**src/rtl/fwd_hazard_unit_pkg.sv**
```systemverilog
// Shared pipeline types and forwarding constants for the hazard/forwarding unit.
// Entry widths are fixed by DEF_REG_W; the top-level REG_W must match it.
package pipe_pkg;

    localparam int DEF_REG_W = 5;

    localparam logic [1:0] FWD_RF  = 2'b00;
    localparam logic [1:0] FWD_MEM = 2'b01;
    localparam logic [1:0] FWD_WB  = 2'b10;

    typedef struct packed {
        logic                 valid;
        logic [DEF_REG_W-1:0] dst;
        logic                 regwrite;
        logic                 memread;
    } stage_ent_t;

    // The EX entry also carries its sources so forwarding can be resolved there.
    typedef struct packed {
        stage_ent_t           ent;
        logic [DEF_REG_W-1:0] rs;
        logic [DEF_REG_W-1:0] rt;
        logic                 uses_rs;
        logic                 uses_rt;
    } ex_ent_t;

    function automatic logic fwd_hit(input stage_ent_t e, input logic uses,
                                     input logic [DEF_REG_W-1:0] src);
        return e.valid && e.regwrite && (e.dst != '0) && uses && (e.dst == src);
    endfunction

endpackage

```
**src/rtl/fwd_hazard_unit_if.sv**
```systemverilog
// ID-stage request / EX-stage forwarding bus between the pipeline and the hazard unit.
interface fwd_hazard_unit_if #(
    parameter int REG_W = 5,
    parameter int CNT_W = 32
);
    logic             id_valid;
    logic [REG_W-1:0] id_rs;
    logic [REG_W-1:0] id_rt;
    logic             id_uses_rs;
    logic             id_uses_rt;
    logic [REG_W-1:0] id_dst;
    logic             id_regwrite;
    logic             id_memread;
    logic             flush;
    logic [1:0]       fwd_a_sel;
    logic [1:0]       fwd_b_sel;
    logic             stall;
    logic             bubble;
    logic [CNT_W-1:0] stall_count;

    modport master (
        output id_valid, id_rs, id_rt, id_uses_rs, id_uses_rt,
               id_dst, id_regwrite, id_memread, flush,
        input  fwd_a_sel, fwd_b_sel, stall, bubble, stall_count
    );

    modport slave (
        input  id_valid, id_rs, id_rt, id_uses_rs, id_uses_rt,
               id_dst, id_regwrite, id_memread, flush,
        output fwd_a_sel, fwd_b_sel, stall, bubble, stall_count
    );
endinterface

```
**src/rtl/fwd_hazard_unit_stage_reg.sv**
```systemverilog
// One shadow pipeline-stage entry: synchronous active-low clear, bubble loads an empty entry.
module hazard_stage_reg
    import pipe_pkg::*;
#(
    parameter type ent_t = stage_ent_t
) (
    input  logic clk,
    input  logic rst_n,
    input  logic i_bubble,
    input  ent_t i_d,
    output ent_t o_q
);

    ent_t r_q;

    // NOTE: sequential state uses non-blocking assignments so all three entries shift together.
    always_ff @(posedge clk) begin
        if (!rst_n) begin
            r_q <= '0;
        end else if (i_bubble) begin
            r_q <= '0;
        end else begin
            r_q <= i_d;
        end
    end

    assign o_q = r_q;

endmodule

```
**src/rtl/fwd_hazard_unit.sv**
```systemverilog
// Shadow EX/MEM/WB destination tracking, EX operand forwarding selects,
// load-use stall/bubble generation and a saturating stall counter.
module fwd_hazard_unit
    import pipe_pkg::*;
#(
    parameter int REG_W = DEF_REG_W,
    parameter int CNT_W = 32
) (
    input  logic              clk,
    input  logic              rst_n,
    fwd_hazard_unit_if.slave  bus
);

    ex_ent_t          w_id_ent;
    ex_ent_t          w_ex_ent;
    stage_ent_t       w_mem_ent;
    stage_ent_t       w_wb_ent;
    logic             w_hz;
    logic             w_stall;
    logic             w_bubble;
    logic [1:0]       w_fwd_a;
    logic [1:0]       w_fwd_b;
    logic [CNT_W-1:0] r_stall_count;

    always_comb begin
        // NOTE: every combinational output gets a default first, so no latch is inferred.
        w_id_ent              = '0;
        w_id_ent.ent.valid    = bus.id_valid;
        w_id_ent.ent.dst      = bus.id_dst;
        w_id_ent.ent.regwrite = bus.id_regwrite;
        w_id_ent.ent.memread  = bus.id_memread;
        w_id_ent.rs           = bus.id_rs;
        w_id_ent.rt           = bus.id_rt;
        w_id_ent.uses_rs      = bus.id_uses_rs;
        w_id_ent.uses_rt      = bus.id_uses_rt;
    end

    hazard_stage_reg #(.ent_t(ex_ent_t)) u_ex (
        .clk      (clk),
        .rst_n    (rst_n),
        .i_bubble (w_bubble),
        .i_d      (w_id_ent),
        .o_q      (w_ex_ent)
    );

    hazard_stage_reg #(.ent_t(stage_ent_t)) u_mem (
        .clk      (clk),
        .rst_n    (rst_n),
        .i_bubble (1'b0),
        .i_d      (w_ex_ent.ent),
        .o_q      (w_mem_ent)
    );

    hazard_stage_reg #(.ent_t(stage_ent_t)) u_wb (
        .clk      (clk),
        .rst_n    (rst_n),
        .i_bubble (1'b0),
        .i_d      (w_mem_ent),
        .o_q      (w_wb_ent)
    );

    // A load in EX whose result the ID instruction needs cannot be forwarded in time.
    always_comb begin
        w_hz = w_id_ent.ent.valid
            && w_ex_ent.ent.valid && w_ex_ent.ent.memread && w_ex_ent.ent.regwrite
            && (w_ex_ent.ent.dst != '0)
            && ((w_id_ent.uses_rs && (w_id_ent.rs == w_ex_ent.ent.dst))
             || (w_id_ent.uses_rt && (w_id_ent.rt == w_ex_ent.ent.dst)));
        w_stall  = w_hz && !bus.flush;
        w_bubble = w_hz || bus.flush;
    end

    // MEM holds the younger result, so it wins over WB.
    always_comb begin
        w_fwd_a = FWD_RF;
        if (fwd_hit(w_mem_ent, w_ex_ent.uses_rs, w_ex_ent.rs)) begin
            w_fwd_a = FWD_MEM;
        end else if (fwd_hit(w_wb_ent, w_ex_ent.uses_rs, w_ex_ent.rs)) begin
            w_fwd_a = FWD_WB;
        end

        w_fwd_b = FWD_RF;
        if (fwd_hit(w_mem_ent, w_ex_ent.uses_rt, w_ex_ent.rt)) begin
            w_fwd_b = FWD_MEM;
        end else if (fwd_hit(w_wb_ent, w_ex_ent.uses_rt, w_ex_ent.rt)) begin
            w_fwd_b = FWD_WB;
        end
    end

    always_ff @(posedge clk) begin
        if (!rst_n) begin
            r_stall_count <= '0;
        end else if (w_stall && (r_stall_count != '1)) begin
            r_stall_count <= r_stall_count + CNT_W'(1);
        end
    end

    assign bus.fwd_a_sel   = w_fwd_a;
    assign bus.fwd_b_sel   = w_fwd_b;
    assign bus.stall       = w_stall;
    assign bus.bubble      = w_bubble;
    assign bus.stall_count = r_stall_count;

endmodule

```
**src/flat_wrapper.sv**
```systemverilog
// flat-port wrapper written by rule: the top's interface ports become plain ports
module fwd_hazard_unit_flat import pipe_pkg::*;
#(
    parameter int REG_W = DEF_REG_W,
    parameter int CNT_W = 32
)
  (clk, rst_n, bus_id_valid, bus_id_rs, bus_id_rt, bus_id_uses_rs, bus_id_uses_rt, bus_id_dst, bus_id_regwrite, bus_id_memread, bus_flush, bus_fwd_a_sel, bus_fwd_b_sel, bus_stall, bus_bubble, bus_stall_count);
  fwd_hazard_unit_if #(.REG_W(REG_W), .CNT_W(CNT_W)) bus_i ();
  input  logic clk;
  input  logic rst_n;
  input wire logic [$bits(bus_i.id_valid)-1:0] bus_id_valid;
  input wire logic [$bits(bus_i.id_rs)-1:0] bus_id_rs;
  input wire logic [$bits(bus_i.id_rt)-1:0] bus_id_rt;
  input wire logic [$bits(bus_i.id_uses_rs)-1:0] bus_id_uses_rs;
  input wire logic [$bits(bus_i.id_uses_rt)-1:0] bus_id_uses_rt;
  input wire logic [$bits(bus_i.id_dst)-1:0] bus_id_dst;
  input wire logic [$bits(bus_i.id_regwrite)-1:0] bus_id_regwrite;
  input wire logic [$bits(bus_i.id_memread)-1:0] bus_id_memread;
  input wire logic [$bits(bus_i.flush)-1:0] bus_flush;
  output wire logic [$bits(bus_i.fwd_a_sel)-1:0] bus_fwd_a_sel;
  output wire logic [$bits(bus_i.fwd_b_sel)-1:0] bus_fwd_b_sel;
  output wire logic [$bits(bus_i.stall)-1:0] bus_stall;
  output wire logic [$bits(bus_i.bubble)-1:0] bus_bubble;
  output wire logic [$bits(bus_i.stall_count)-1:0] bus_stall_count;
  assign bus_i.id_valid = bus_id_valid;
  assign bus_i.id_rs = bus_id_rs;
  assign bus_i.id_rt = bus_id_rt;
  assign bus_i.id_uses_rs = bus_id_uses_rs;
  assign bus_i.id_uses_rt = bus_id_uses_rt;
  assign bus_i.id_dst = bus_id_dst;
  assign bus_i.id_regwrite = bus_id_regwrite;
  assign bus_i.id_memread = bus_id_memread;
  assign bus_i.flush = bus_flush;
  assign bus_fwd_a_sel = bus_i.fwd_a_sel;
  assign bus_fwd_b_sel = bus_i.fwd_b_sel;
  assign bus_stall = bus_i.stall;
  assign bus_bubble = bus_i.bubble;
  assign bus_stall_count = bus_i.stall_count;
  fwd_hazard_unit #(.REG_W(REG_W), .CNT_W(CNT_W)) u_core (.clk(clk), .rst_n(rst_n), .bus(bus_i));
endmodule
```
**config.mk**
```make
export PLATFORM = sky130hd
export DESIGN_NAME = fwd_hazard_unit_flat
export DESIGN_NICKNAME = d
export VERILOG_FILES = /design/src/rtl/fwd_hazard_unit_pkg.sv /design/src/rtl/fwd_hazard_unit_if.sv /design/src/rtl/fwd_hazard_unit_stage_reg.sv /design/src/rtl/fwd_hazard_unit.sv /design/src/flat_wrapper.sv
export SDC_FILE = /design/constraint.sdc
export NUM_CORES = 1
export LEC_CHECK = 0
export BUFFER_PORTS_ARGS = -buffer_cell sky130_fd_sc_hd__buf_2
export CAP_MARGIN = 10
export CORE_MARGIN = 8
export CORE_UTILIZATION = 40
export DETAILED_ROUTE_END_ITERATION = 6
export GPL_TIMING_DRIVEN = 0
export PLACE_DENSITY_LB_ADDON = 0.12
export SYNTH_ARGS = -nofsm -noshare
export SYNTH_HDL_FRONTEND = slang
export SYNTH_SLANG_ARGS = --single-unit
```
**constraint.sdc**
```tcl
create_clock -name clk -period 5.64 [get_ports clk]
set_input_delay 0.282 -clock clk [delete_from_list [all_inputs] [get_ports clk]]
set_output_delay 0.282 -clock clk [all_outputs]
set_load 0.01 [all_outputs]
```
==> Implementation_results.wiki <==
{| class="wikitable"
! Metric !! Value
|-
| Hold depth || 2
|-
| Complex-gate fraction of the synthesized area || around 11%
|-
| Placement row count || 31
|-
| Kind of path behind the tightest hold check || primary input to flop
|-
| Syn nets || about 350
|-
| First-pass GRT wire length || 13.2 mm
|-
| Crit share post-route || between 40% and 50%
|-
| Reg clk slew, reported paths || ~0.070 ns
|-
| Starting Density || between 40% and 50%
|-
| Headroom to the max-slew limit || between 60% and 70%
|-
| Main combinational cell family by area after synthesis || simple AND/OR/NAND/NOR gates
|-
| Max FO, Critical Path || 10
|-
| Clock latency reported for the late side of the worst-skew pair || between 0.3 and 0.4 ns
|-
| Power density over cell area || ~260 nW/um2
|-
| Required arrival time at the worst endpoint || 5.36 ns
|-
| Post-CTS setup buffers || 0
|-
| Count of cell types in the netlist || 44
|-
| Count of H-tree levels built during CTS || 3
|-
| Xor and xnor fraction of the mapped netlist area || under 10%
|-
| Data arrival time of the critical path || 2.19 ns
|-
| Sequential standard cell area || 1320 um2
|-
| Number of buffers added on ports || 60
|-
| Drt first-iter violations || roughly 110
|-
| Layout net count || 425
|-
| Most used flip-flop cell after synthesis || sky130_fd_sc_hd__dfxtp_1
|-
| Remaining antenna violation count after routing || 0
|-
| CTS tree || yes
|-
| Seq cells post-synth || 66
|-
| Full die area || around 11,000 um2
|-
| Critical setup path kind || flop to primary output
|-
| Remaining global-route overflow || 0
|-
| Count of boundary I/O pins || 61
|-
| Via density || just over 5
|-
| Maximum number of pins on one net before global-route repair || 13
|-
| Adder and majority gate portion of the synthesized area || less than 1%
|-
| Area growth syn-to-layout || 21.2%
|-
| Post-route clock skew || between 0.01 and 0.015 ns
|-
| Deepest clock path buffer count || 2
|-
| Standby leakage power || roughly 1.4 nW
|-
| Filler Cells Inserted || about 730
|-
| Cell area after synthesis || 3010 um2
|-
| Cells after Synth || between 300 and 400
|-
| Status || finished clean
|-
| Internal reg-to-reg setup slack || roughly 3.3 ns
|-
| Final Hold Slack || approximately 0.14 ns
|-
| Final RePlAce weighted congestion || roughly 0.84
|-
| Multi-input logic area || approximately 1600 um2
|-
| Number of global-route vias before repair || 2,726
|-
| Final number of setup-violating endpoints || 0
|-
| Proportion of layout cells with a drive suffix above 1 || between 20% and 30%
|-
| Height of the die || between 100 and 150 um
|-
| Final max-slew violation count || 0
|-
| Simple-gate share of the synthesized area || a little under a third
|-
| TritonCTS Buffers || 9
|-
| Worst supply voltage drop on vdd || roughly 110 uV
|-
| Launch point of the worst hold path || bus_id_dst[4]
|-
| Part of the Yosys area used for sequential elements || a little over two fifths
|-
| Critical Path Source Type || flop
|-
| Final Hold Violating Endpoints || 0
|-
| Multiplexer area fraction after synthesis || 1.66%
|-
| Total GRT Usage || 16.0%
|-
| Core area || between 7000 and 8000 um2
|-
| # Max-Cap Violations || 0
|-
| Antenna diode count || 0
|-
| Overall routed net length || roughly 7.6 mm
|-
| Number of cells traversed by the worst register-to-register path || 9
|-
| Power after layout || around 0.94 mW
|-
| Proportion of netlist area held by the largest area contributor || a little over two fifths
|-
| Routed length per placed instance || approximately 15 um
|-
| Transition at the pin with the smallest max-transition slack || 0.551 ns
|-
| Initial DRT Pass Iterations || 5
|-
| Master cell of the clock root buffer || sky130_fd_sc_hd__clkbuf_8
|-
| Gates resized, CTS repair || 0
|-
| Dominant cell by count in the synthesized netlist || sky130_fd_sc_hd__dfxtp_1
|-
| YS warnings || 0
|-
| Width of the chip || a little over 100 um
|-
| Number of synthesized flops with an enable pin || 0
|-
| Vias post-DR || around 2,600
|-
| End point of the worst hold path || u_core.u_ex.o_q[18]
|-
| Launch instance of the worst register-to-register path || u_core.bus.stall_count[0]
|-
| Setup repair after global routing missed its margin || false
|-
| Leading area contributor after synthesis || sky130_fd_sc_hd__dfxtp_1
|-
| Hold-fix buffers at CTS || 0
|-
| Average cell area after synthesis || approximately 9.1 um2
|-
| Final HPWL from detailed placement || approximately 6 mm
|-
| Num Clock Sinks || 66
|-
| Number of antenna violations at the first check in global routing || 0
|-
| Period minus WS final || 2.47 ns
|-
| Proportion of register bits with asynchronous set or reset after synthesis || 0%
|-
| Final standard cell utilization of the core || 50.3%
|-
| Type of element capturing the critical path || primary output
|-
| Fmax achieved || ~400 MHz
|-
| Final setup TNS || 0 ns
|-
| Number of remaining DRC errors || 0
|-
| Largest cells by area after synthesis || sky130_fd_sc_hd__dfxtp_1 44%, sky130_fd_sc_hd__and2_1 7.5%, sky130_fd_sc_hd__xnor2_1 6.7%
|-
| Commonest cells post-synth || 66 x sky130_fd_sc_hd__dfxtp_1, 36 x sky130_fd_sc_hd__and2_1, 23 x sky130_fd_sc_hd__xnor2_1
|-
| Reg2reg end || u_core.bus.stall_count[1]
|}
==> area by class of cell <==
cell class	count	share of cell area, %
clock inverters	5	1.72
plain buffers	12	1.72
well taps	99	3.40
multi-input cells	246	43.9
clock buffers	11	4.15
repair buffers	60	8.24
inverters	6	0.618
flip-flops and latches	66	36.2
==> worst max-delay path: stages (launching register included) <==
cell                       delay [ns]
sky130_fd_sc_hd__dfxtp_1         0.43
sky130_fd_sc_hd__xnor2_1         0.14
sky130_fd_sc_hd__nand4_1         0.12
sky130_fd_sc_hd__o22ai_2         0.37
sky130_fd_sc_hd__nand2_1         0.21
sky130_fd_sc_hd__clkbuf_1        0.27
sky130_fd_sc_hd__inv_1           0.16
sky130_fd_sc_hd__buf_2           0.15
==> worst max-delay path by stage <==
stage          slack (ns)  depth (start not counted)                   endpoint                      start
3_5_place_dp         3.33                          9  u_core.bus.stall_count[1]  u_core.bus.stall_count[0]
2_1_floorplan        3.62                          9  u_core.bus.stall_count[1]  u_core.bus.stall_count[0]
3_3_place_gp         3.36                          9  u_core.bus.stall_count[1]  u_core.bus.stall_count[0]
5_1_grt              2.97                          7                  bus_stall        u_core.u_ex.o_q[17]
6_report             3.17                          7                  bus_stall        u_core.u_ex.o_q[17]
4_1_cts              3.13                          7                  bus_stall        u_core.u_ex.o_q[17]
==> per-stage QoR <==
step                      setup WS (ns)  cells  instance area (um2)
after floorplan                    3.62    330                 3010
after global placement             3.36    489                 3430
after detailed placement           3.33    489                 3430
after CTS                          3.13    505                 3650
after global routing               2.97    505                 3650
final                              3.17    505                 3650
==> flip-flops by register name, indices dropped and copies added, names as in the netlist <==
signal                  flops
u_core.u_ex.o_q            20
u_core.u_mem.o_q            7
u_core.bus.stall_count     32
u_core.u_wb.o_q             7
==> report_power, final <==
group	internal [mW]	total [mW]	switching, mW	leakage (nW)
Clock	0.230	0.417	0.188	0.102
Combinational	0.0231	0.0456	0.0225	0.784
Sequential	0.474	0.482	0.00786	0.536
==> metal layers <==
| layer | vias up | track usage, % | wire length, um | share of wire (%) |
|---|---|---|---|---|
| li1 | 1334 | - | - | - |
| met1 | 1201 | 22.1 | 3880 | 51 |
| met2 | 60 | 23.3 | 3250 | 42 |
| met3 | 10 | 3.71 | 400 | 5.2 |
| met4 | 0 | 6.88 | 115 | 1.5 |
| met5 | - | 0 | 0 | 0 |
==> cells by family (layout without fill, tap and decap cells) <==
logic type               Yosys count  count (layout)
AO/OA/AOI/OAI                     55              55
multiplexers                       5               5
XOR/XNOR                          33              33
adder cells (fa/ha/maj)            1               1
flip-flops                        66              66
AND/OR/NAND/NOR                  152             152
buffers and inverters             18              94
==> layout by cell type (no fill, tap or decap), drive strengths merged, types with 8 or more instances in the layout <==
cell,instances
nor3,11
and2,36
o31ai,8
nor4,8
o21ai,12
xor2,10
or4,8
nand3,17
xnor2,23
nor2,10
dfxtp,66
clkbuf,18
nand4,14
nand2,20
a21oi,21
or3,16
buf,65
Note: power is estimated with default switching activity, not from simulation.
